`src/rtl/bottling_sequencer_pkg.sv`:
```
`default_nettype none
// ============================================================================
//  Module      : bottling_sequencer_pkg
//  Description : Shared types and default constants for the bottling
//                sequencer (controller state, sequencer sub-state, error code).
//  Revision    : 1.0 - initial release
// ============================================================================
package bottling_sequencer_pkg;

  // Default parameter values for the sequencer and its timers
  localparam int unsigned DEF_PILL_W         = 6;
  localparam int unsigned DEF_BOTTLE_W       = 8;
  localparam int unsigned DEF_TIMEOUT_CYCLES = 1000;
  localparam int unsigned DEF_ADVANCE_CYCLES = 50;

  // Top-level controller state driven by state_machine
  typedef enum logic [2:0] {
    setting_state = 3'd0,
    working_state = 3'd1,
    pause_state   = 3'd2,
    error_state   = 3'd3,
    final_state   = 3'd4
  } state_t;

  // Sequencer sub-state
  typedef enum logic [2:0] {
    SEQ_IDLE    = 3'd0,
    SEQ_FILL    = 3'd1,
    SEQ_ADVANCE = 3'd2,
    SEQ_DONE    = 3'd3,
    SEQ_FAULT   = 3'd4
  } seq_state_t;

  // Fault reason reported alongside error_signal
  typedef enum logic [1:0] {
    ERR_NONE       = 2'd0,
    ERR_TIMEOUT    = 2'd1,
    ERR_OVERFLOW   = 2'd2,
    ERR_BAD_CONFIG = 2'd3
  } seq_err_t;

  // Timer width able to hold (cycles - 1), never narrower than one bit
  function automatic int unsigned timer_width(input int unsigned cycles);
    return (cycles < 2) ? 1 : $clog2(cycles);
  endfunction

endpackage
`default_nettype wire

```
`src/rtl/bottling_sequencer_cycle_timer.sv`:
```
`default_nettype none
// ============================================================================
//  Module      : bottling_sequencer_cycle_timer
//  Description : Down-counting cycle timer. load presets the count, enable
//                decrements it (hold when low), expired flags a zero count.
//  Revision    : 1.0 - initial release
// ============================================================================
module bottling_sequencer_cycle_timer #(
  parameter int unsigned WIDTH = 10
) (
  input  logic             clock,
  input  logic             reset_n,
  input  logic             clear,
  input  logic             load,
  input  logic [WIDTH-1:0] load_value,
  input  logic             enable,
  output logic             expired
);

  logic [WIDTH-1:0] count;

  // Count register: clear beats load, load beats decrement; stops at zero
  always_ff @(posedge clock) begin
    if (!reset_n || clear) begin
      count <= '0;
    end else if (load) begin
      count <= load_value;
    end else if (enable && (count != '0)) begin
      count <= count - 1'b1;
    end
  end

  assign expired = (count == '0);

endmodule
`default_nettype wire

```
`src/rtl/bottling_sequencer.sv`:
```
`default_nettype none
// ============================================================================
//  Module      : bottling_sequencer
//  Description : Pill-feed / conveyor sequencer active while the controller
//                is working. Counts pills per bottle, advances the conveyor,
//                counts bottles and reports completion or fault.
//  Revision    : 1.0 - initial release
// ============================================================================
module bottling_sequencer
  import bottling_sequencer_pkg::*;
#(
  parameter int unsigned PILL_W         = DEF_PILL_W,
  parameter int unsigned BOTTLE_W       = DEF_BOTTLE_W,
  parameter int unsigned TIMEOUT_CYCLES = DEF_TIMEOUT_CYCLES,
  parameter int unsigned ADVANCE_CYCLES = DEF_ADVANCE_CYCLES
) (
  input  logic                clock,
  input  logic                reset_n,
  input  state_t              state,
  input  logic                pill_pulse,
  input  logic [PILL_W-1:0]   pills_per_bottle,
  input  logic [BOTTLE_W-1:0] bottle_target,
  output logic                feeder_enable,
  output logic                conveyor_advance,
  output logic [PILL_W-1:0]   pill_count,
  output logic [BOTTLE_W-1:0] bottle_count,
  output logic                complete_signal,
  output logic                error_signal,
  output seq_err_t            error_code
);

  // Timers are loaded with (cycles - 1) so that a fault / conveyor stop lands
  // exactly on the N-th counted cycle.
  localparam int unsigned TO_W = timer_width(TIMEOUT_CYCLES);
  localparam int unsigned AD_W = timer_width(ADVANCE_CYCLES);
  localparam logic [TO_W-1:0] TO_LOAD = TO_W'(TIMEOUT_CYCLES - 1);
  localparam logic [AD_W-1:0] AD_LOAD = AD_W'(ADVANCE_CYCLES - 1);

  seq_state_t          seq, seq_next;
  logic [PILL_W-1:0]   ppb_latched, ppb_next;
  logic [BOTTLE_W-1:0] target_latched, target_next;
  logic [PILL_W-1:0]   pills_next;
  logic [BOTTLE_W-1:0] bottles_next;
  seq_err_t            err_next;
  logic                feeder_next, conveyor_next, complete_next, error_next;

  logic is_working, is_pause, is_hold, is_setting;
  logic timers_clear;
  logic to_load, to_enable, to_expired;
  logic ad_load, ad_enable, ad_expired;

  // Controller state decode; anything unrecognised behaves as setting_state
  always_comb begin
    is_working = 1'b0;
    is_pause   = 1'b0;
    is_hold    = 1'b0;
    case (state)
      working_state:            is_working = 1'b1;
      pause_state:              is_pause   = 1'b1;
      error_state, final_state: is_hold    = 1'b1;
      default:                  ;
    endcase
    is_setting = !(is_working || is_pause || is_hold);
  end

  bottling_sequencer_cycle_timer #(.WIDTH(TO_W)) u_timeout_timer (
    .clock      (clock),
    .reset_n    (reset_n),
    .clear      (timers_clear),
    .load       (to_load),
    .load_value (TO_LOAD),
    .enable     (to_enable),
    .expired    (to_expired)
  );

  bottling_sequencer_cycle_timer #(.WIDTH(AD_W)) u_advance_timer (
    .clock      (clock),
    .reset_n    (reset_n),
    .clear      (timers_clear),
    .load       (ad_load),
    .load_value (AD_LOAD),
    .enable     (ad_enable),
    .expired    (ad_expired)
  );

  // Sub-FSM next state, counter/config updates, timer controls and next outputs
  always_comb begin
    seq_next      = seq;
    ppb_next      = ppb_latched;
    target_next   = target_latched;
    pills_next    = pill_count;
    bottles_next  = bottle_count;
    err_next      = error_code;
    timers_clear  = 1'b0;
    to_load       = 1'b0;
    to_enable     = 1'b0;
    ad_load       = 1'b0;
    ad_enable     = 1'b0;

    if (is_setting) begin
      seq_next     = SEQ_IDLE;
      ppb_next     = '0;
      target_next  = '0;
      pills_next   = '0;
      bottles_next = '0;
      err_next     = ERR_NONE;
      timers_clear = 1'b1;
    end else begin
      case (seq)
        SEQ_IDLE: begin
          if (is_working) begin
            ppb_next    = pills_per_bottle;
            target_next = bottle_target;
            if ((pills_per_bottle == '0) || (bottle_target == '0)) begin
              seq_next = SEQ_FAULT;
              err_next = ERR_BAD_CONFIG;
            end else begin
              seq_next = SEQ_FILL;
              to_load  = 1'b1;
            end
          end
        end

        SEQ_FILL: begin
          if (is_working || is_pause) begin
            if (pill_pulse) begin
              // A pill beyond a full bottle cannot be counted
              if (pill_count == ppb_latched) begin
                seq_next = SEQ_FAULT;
                err_next = ERR_OVERFLOW;
              end else begin
                pills_next = pill_count + 1'b1;
                to_load    = 1'b1;
                if (is_working && (pills_next == ppb_latched)) begin
                  seq_next = SEQ_ADVANCE;
                  ad_load  = 1'b1;
                end
              end
            end else if (is_working) begin
              // Bottle filled by coasting pills during a pause
              if (pill_count == ppb_latched) begin
                seq_next = SEQ_ADVANCE;
                ad_load  = 1'b1;
              end else if (to_expired) begin
                seq_next = SEQ_FAULT;
                err_next = ERR_TIMEOUT;
              end else begin
                to_enable = 1'b1;
              end
            end
          end
        end

        SEQ_ADVANCE: begin
          if (is_working || is_pause) begin
            if (pill_pulse) begin
              seq_next = SEQ_FAULT;
              err_next = ERR_OVERFLOW;
            end else if (is_working) begin
              if (ad_expired) begin
                bottles_next = bottle_count + 1'b1;
                pills_next   = '0;
                if (bottles_next == target_latched) begin
                  seq_next = SEQ_DONE;
                end else begin
                  seq_next = SEQ_FILL;
                  to_load  = 1'b1;
                end
              end else begin
                ad_enable = 1'b1;
              end
            end
          end
        end

        default: ;
      endcase
    end

    feeder_next   = is_working && (seq_next == SEQ_FILL);
    conveyor_next = is_working && (seq_next == SEQ_ADVANCE);
    complete_next = (seq_next == SEQ_DONE);
    error_next    = (seq_next == SEQ_FAULT);
  end

  // Sub-state, latched configuration and registered outputs
  always_ff @(posedge clock) begin
    if (!reset_n) begin
      seq              <= SEQ_IDLE;
      ppb_latched      <= '0;
      target_latched   <= '0;
      pill_count       <= '0;
      bottle_count     <= '0;
      feeder_enable    <= 1'b0;
      conveyor_advance <= 1'b0;
      complete_signal  <= 1'b0;
      error_signal     <= 1'b0;
      error_code       <= ERR_NONE;
    end else begin
      seq              <= seq_next;
      ppb_latched      <= ppb_next;
      target_latched   <= target_next;
      pill_count       <= pills_next;
      bottle_count     <= bottles_next;
      feeder_enable    <= feeder_next;
      conveyor_advance <= conveyor_next;
      complete_signal  <= complete_next;
      error_signal     <= error_next;
      error_code       <= err_next;
    end
  end

endmodule
`default_nettype wire

```
`config.mk`:
```
export PLATFORM = sky130hd
export DESIGN_NAME = bottling_sequencer
export DESIGN_NICKNAME = d
export VERILOG_FILES = /design/src/rtl/bottling_sequencer_pkg.sv /design/src/rtl/bottling_sequencer_cycle_timer.sv /design/src/rtl/bottling_sequencer.sv
export SDC_FILE = /design/constraint.sdc
export NUM_CORES = 1
export LEC_CHECK = 0
export ABC_AREA = 1
export CAP_MARGIN = 30
export CORE_UTILIZATION = 50
export DETAILED_ROUTE_END_ITERATION = 16
export PLACE_DENSITY = 0.72
export SKIP_CTS_REPAIR_TIMING = 1
export SLEW_MARGIN = 20
export SYNTH_ARGS = -nofsm -noshare
export SYNTH_HDL_FRONTEND = slang
export SYNTH_SLANG_ARGS = --single-unit
export TNS_END_PERCENT = 50
```
`constraint.sdc`:
```
create_clock -name clock -period 1.6 [get_ports clock]
set_clock_uncertainty 0.05 [all_clocks]
set_input_delay 0.32 -clock clock [delete_from_list [all_inputs] [get_ports clock]]
set_output_delay 0.32 -clock clock [all_outputs]
set_load 0.01 [all_outputs]
```
# [Word-level counts from Yosys, hierarchy flattened]
# Index checks and enable logic that the tools add are counted.
[op_classes] addsub=4 reduce_logical=29 n_mux=76 eq_ne=27 bitwise_logic=1
[ops] op="$mux W6" n=9
[ops] op="$mux W3" n=14
[ops] op="$mux W1" n=36
[ops] op="$mux W2" n=11
[ops] op="$mux W10" n=2
[ops] op="$ne A2 B2 Y1 const B" n=10
[ops] op="$eq A3 B2 Y1 const B" n=5
[ops] op="$eq A6 B6 Y1" n=2
[ops] op="$logic_not A6 Y1" n=2
[ops] op="$ne A3 B3 Y1 const B" n=4
[ops] op="$pmux W6 S2" n=1
[ops] op="$logic_not A10 Y1" n=1
[ops] op="$reduce_and A10 Y1" n=1
[ops] op="$reduce_bool A10 Y1" n=1
[ops] op="$sub A10 B1 Y10 const B" n=1
[ops] op="$eq A3 B1 Y1 const B" n=3
[ops] op="$pmux W3 S3" n=1
[ops] op="$add A8 B1 Y8 const B" n=1
[ops] op="$eq A8 B8 Y1" n=1
[ops] op="$logic_not A8 Y1" n=1
[ops] op="$reduce_and A8 Y1" n=1
[ops] op="$add A6 B1 Y6 const B" n=1
[ops] op="$eq A3 B3 Y1 const B" n=2
[ops] op="$pmux W2 S3" n=1
[ops] op="other kinds (13)" n=25
[totals] ff_bits=53 output_inout_bits=20 inputBits=20 wordCells=151

# [Depth between registers and ports, before layout]
[depth] ltp_word=11 ltp_mapped=18 ltp_nobuf=18

# [Cells and area by module]
# Synthesis repeated with hierarchy kept, for this count alone.
[unflattened] hier_cells=598 hier_area_um2=3538.4
[modules_own_cells] module="bottling_sequencer" seq_area_each_um2=740.7 cells_each=406 n_inst=1 area_each_um2=2398.6
[modules_own_cells] module="bottling_sequencer_cycle_timer at u_timeout_timer" seq_area_each_um2=200.2 cells_each=121 n_inst=1 area_each_um2=700.7
[modules_own_cells] module="bottling_sequencer_cycle_timer at u_advance_timer" seq_area_each_um2=120.1 cells_each=71 n_inst=1 area_each_um2=439.2

# [Worst setup path before layout]
# No wires, ideal clock.
[synth_timing] kind="register -> register" from="reg pill_count[0]" to="reg feeder_enable" required_time_ns=1.438 period_less_slack_ns=1.767 n_path_buf=0 path_stages_with_launch=13 slack_ns=-0.167 setup_time_ns=0.112 arrival_ns=1.605 cell_sequence="dfxtp_1 -> ha_1 -> nand3_1 -> nand3_1 -> nand2_1 -> nor2_1 -> nand3_1 -> nand2_1 -> nand3_1 -> nand3_1 -> nand2_1 -> nand2_1 -> nor2_1"
[synth_via] elab_chain_cells=11 elab_cells_between_ends=14 classes_between="add/sub: 1; eq/ne: 3; mux: 8; reduce/logical: 2"
[synth_rtl] element="start: declaration" line="bottling_sequencer.sv:25" rtl="output logic [PILL_W-1:0] pill_count,"
[synth_rtl] element="start signal: assignment" line="bottling_sequencer.sv:203" rtl="pill_count <= pills_next;"
[synth_rtl] element="$add A6 B1 Y6" line="bottling_sequencer.sv:132" rtl="pills_next = pill_count + 1'b1;"
[synth_rtl] element="$eq A6 B6 Y1" line="bottling_sequencer.sv:134" rtl="if (is_working && (pills_next == ppb_latched)) begin"
[synth_rtl] element="$logic_and A1 B1 Y1" line="bottling_sequencer.sv:134"
[synth_rtl] element="$mux W3" line="bottling_sequencer.sv:134"
[synth_rtl] element="$mux W3" line="bottling_sequencer.sv:128" rtl="if (pill_count == ppb_latched) begin"
[synth_rtl] element="$mux W3 *" line="bottling_sequencer.sv:126" rtl="if (pill_pulse) begin"
[synth_rtl] element="$mux W3 *" line="bottling_sequencer.sv:125" rtl="if (is_working || is_pause) begin"
[synth_rtl] element="$pmux W3 S3 *" line="bottling_sequencer.sv:109" rtl="case (seq)"
[synth_rtl] element="$mux W3 *" line="bottling_sequencer.sv:100" rtl="if (is_setting) begin"
[synth_rtl] element="$eq A3 B1 Y1 *" line="bottling_sequencer.sv:180" rtl="feeder_next = is_working && (seq_next == SEQ_FILL);"
[synth_rtl] element="$logic_and A1 B1 Y1 *" line="bottling_sequencer.sv:180"
[synth_rtl] element="end signal: assignment" line="bottling_sequencer.sv:205" rtl="feeder_enable <= feeder_next;"
[synth_rtl] element="end: declaration" line="bottling_sequencer.sv:23" rtl="output logic feeder_enable,"
# Mark *: on every way between the ends. The rest lies on a longest branch, timed or not.
# A chain may end at the register's enable or synchronous reset.

# [Worst setup path after layout]
[layout_timing] from="reg u_advance_timer.count[0]" to="reg pill_count[4]"
[layout_via] elab_chain_cells=3
[layout_rtl] element="start: declaration" line="bottling_sequencer_cycle_timer.sv:20" rtl="logic [WIDTH-1:0] count;"
[layout_rtl] element="start signal: assignment" line="bottling_sequencer_cycle_timer.sv:27" rtl="count <= load_value;"
[layout_rtl] element="start signal: assignment" line="bottling_sequencer_cycle_timer.sv:29" rtl="count <= count - 1'b1;"
[layout_rtl] element="$logic_not A6 Y1" line="bottling_sequencer_cycle_timer.sv:33" rtl="assign expired = (count == '0);"
[layout_rtl] element="$ne A2 B2 Y1 (no line)"
[layout_rtl] element="$reduce_and A8 Y1 (no line)"
# Every way passes these cells.

==> impl_metrics.csv <==
group,metric,value,unit
clock_network,clk_path_buf_depth,2,
timing,hold_viol,0,
grt,grt_pass1_vias,3461,
final_layout,layoutNonFillerInstCount,767,
setup_path,worstPathRequired,1770,ps
clock_network,h-tree-depth,2,
grt,grt_overflow,0,
place,pre_cts_ws,-689,ps
clock_network,cts_buffers,5,
routing,vias,4297,
setup_path,end_kind,"flop",
timing,period_needed,2040,ps
final_layout,synthToLayoutAreaGrowth,68.9,%
routing,drt_first_pass_iters,5,
final_layout,finalNetCount,715,
clock_network,insertion_delay,310,ps
power_and_ir_drop,worst_ir_drop_vdd,0.552,mV
setup_path,criticalPathCategory,"reg2reg",
setup_path,crit_buf_inv,2,
routing,drt_iter0_drc,295,
grt,grt_usage,28.5,%
place,globalplace.congestion,0.943,
synth,ys_seq_area_share,33.0,%
timing,rsz0062_at_grt,"yes",
floorplanning,row_count,28,
clock_network,clk_pin_slew,100,ps
setup_path,critPathLaunchType,"flop",
final_layout,diodes,0,
final_layout,num-fill-cells,287,
run,maxCapViolations,0,
outcome,status,"complete, but fails checks",
setup_path,cpLargestDelayFamily,"simple AND/OR/NAND/NOR gates",
floorplanning,die_w,82.2,um
floorplanning,io_pins,40,
routing,drt_drc_violations_left,0,
setup_path,crit_chain,"inv_2 -> ha_4 -> inv_4 -> nor3_4 -> nand3_2 -> nor2_2 -> nand2_1 -> a21oi_2 -> nand2_2 -> o21ai_1 -> nor3b_1",
synth,syn_area,0.00322,mm2
timing,drv_slew,0,
timing,worst_pin_slew,365,ps
synth,synth.avg_cell_area,6.11,um2
routing,wl,12700,um
routing,wl_per_cell,16.5,um
floorplanning,die_area,0.00676,mm2
final_layout,drive_gt1_share,42.1,%
synth,synth_nets,551,
grt,grt_max_degree,21,
synth,syn_inst,527,
timing,fmax,489,MHz
outcome,failed_checks,"setup timing",
power_and_ir_drop,p_leak,2.82,nW
routing,antenna_left,0,
setup_path,cp.arrival,2210,ps
routing,routed_via_density,5.60,
grt,antenna_found_initial,0,
power_and_ir_drop,p_per_area,531,mW/mm2
clock_network,cts.sinks,53,
place,portBuffers,39,
timing,finalSetupViolations,42,
place,placed_cells,741,
floorplanning,core-area,0.00606,mm2
timing,setup_slack,-445,ps
timing,fin_hold_ws,415,ps
grt,grt_pass1_wl,14800,um
power_and_ir_drop,power.total,2.89,mW
synth,synth_cell_types,35,
synth,yosysWarnings,0,
clock_network,clk_root_buffer_cell,"clkbuf_8",
floorplanning,initial_core_util,53.1,%
setup_path,crit_path_max_incr_delay,350,ps
synth,ys_ff_latch,53,
place,dp_hpwl,7060,um
setup_path,crit_fanout,6,
min_path,hp-class,"reg2reg",
floorplanning,die_h,82.2,um
setup_path,cpMaxStageDelayCell,"dfxtp_2",
clock_network,cts_tree,"yes",
timing,min_period_over_period,128,%
timing,slew_headroom,75.4,%
[routing by layer]
layer  vias to the layer above  track usage (%)  wire [um]
met1                      2000             34.7       4880
met5                         -                0         29
li1                       1992                -          -
met2                       224             50.1       6260
met3                        79             3.96        864
met4                         2             11.9        631
[power by group]
group	switching, mW	leakage (nW)	internal, mW
Clock	0.475	0.0585	0.511
Sequential	0.0186	0.439	1.33
Combinational	0.306	2.32	0.252
Total	0.800	2.82	2.09
[path summary, 6_finish.rpt]
check | startpoint | end | slack (ps) | cells after the start
min reg2reg | error_code[1] | error_code[1] | 420 | 2
max | u_advance_timer.count[0] | pill_count[4] | -440 | 11
max reg2reg | u_advance_timer.count[0] | pill_count[4] | -440 | 11
min | error_code[1] | error_code[1] | 420 | 2
[cell usage after synthesis]
library cell  instances  share of area, %
a211oi_1              6               1.4
a21boi_0              1              0.23
a21oi_1              30               4.7
a21oi_4               1              0.51
a31o_2                1              0.27
a31oi_1               3              0.58
buf_2                 4              0.62
clkbuf_1              5              0.58
clkinv_1              1              0.12
clkinv_2              1              0.16
dfxtp_1              53                33
ha_1                  4               1.6
inv_1                85               9.9
inv_2                 9               1.0
nand2_1             138                16
nand2_2               5              0.97
nand2_4               1              0.35
nand3_1              51               7.9
nand3_2               2              0.62
nand3b_1              3              0.70
nand4_1               5              0.97
nor2_1               62               7.2
nor2_2                2              0.39
nor3_1                7               1.1
nor3_2                1              0.31
nor3_4                1              0.51
nor3b_1               3              0.70
nor4_1                1              0.19
o21ai_0              28               4.4
o21ai_1               3              0.47
o21bai_1              1              0.23
or2_1                 1              0.19
or2_2                 1              0.19
xnor2_1               2              0.54
xor2_1                5               1.4
[layout make-up]
| type | count | area [um2] | share of cell area [%] |
|---|---|---|---|
| Tap cell | 75 | 93.8 | 1.73 |
| Clock inverter | 1 | 30.0 | 0.552 |
| Sequential cell | 53 | 1100 | 20.2 |
| Multi-Input combinational cell | 371 | 2320 | 42.8 |
| Timing Repair Buffer | 164 | 1430 | 26.3 |
| Inverter | 96 | 370 | 6.81 |
| Clock buffer | 7 | 86.3 | 1.59 |
[worst reg2reg max path: cells and delay by family, from the launching register on]
kind	cells	cell delay, ps
and+or+nand+nor	6	920
adders and majority gates	1	140
AOI/OAI and AO/OA	2	380
DFF	1	350
buffers and inverters	2	110
[logic make-up (layout without fill, tap and decap cells)]
| family | Yosys count | count (layout) | synth area share [%] |
|---|---|---|---|
| AOI/OAI and AO/OA | 74 | 74 | 12.7 |
| xor gates and xnor gates | 7 | 7 | 1.90 |
| adders and majority gates | 4 | 4 | 1.55 |
| buffers and inverters | 105 | 268 | 12.4 |
| DFF | 53 | 53 | 33.0 |
| and+or+nand+nor | 284 | 286 | 38.4 |
[flip-flops by register name (all words and copies together), names as in the netlist]
register               count
u_timeout_timer.count     10
bottle_count               8
target_latched             8
pill_count                 6
ppb_latched                6
u_advance_timer.count      6
seq                        3
error_code                 2
complete_signal            1
conveyor_advance           1
error_signal               1
feeder_enable              1
[stage by stage]
step	utilization [%]	area (um2)	TNS [ps]
floorplan	-	3410	-487
global placement	76.9	4660	-24220
detailed placement	76.9	4660	-26370
CTS	78.8	4780	-12340
global route	89.7	5440	-12760
finish	89.7	5440	-8450
[placed cells by master, fill, tap and decap left out, drive strengths merged, types with 2 or more instances in the layout]
| master | instances |
|---|---|
| clkinv | 2 |
| or2 | 2 |
| xor2 | 5 |
| a21oi | 31 |
| nor2 | 64 |
| ha | 4 |
| nor3 | 9 |
| dfxtp | 53 |
| nand3 | 53 |
| inv | 94 |
| clkbuf | 7 |
| nor3b | 3 |
| o21ai | 31 |
| xnor2 | 2 |
| dlymetal6s2s | 20 |
| nand3b | 3 |
| a31oi | 3 |
| clkdlybuf4s50 | 17 |
| nand4 | 5 |
| a211oi | 6 |
| nand2 | 146 |
| buf | 127 |
(Power assumes the default switching activity.)
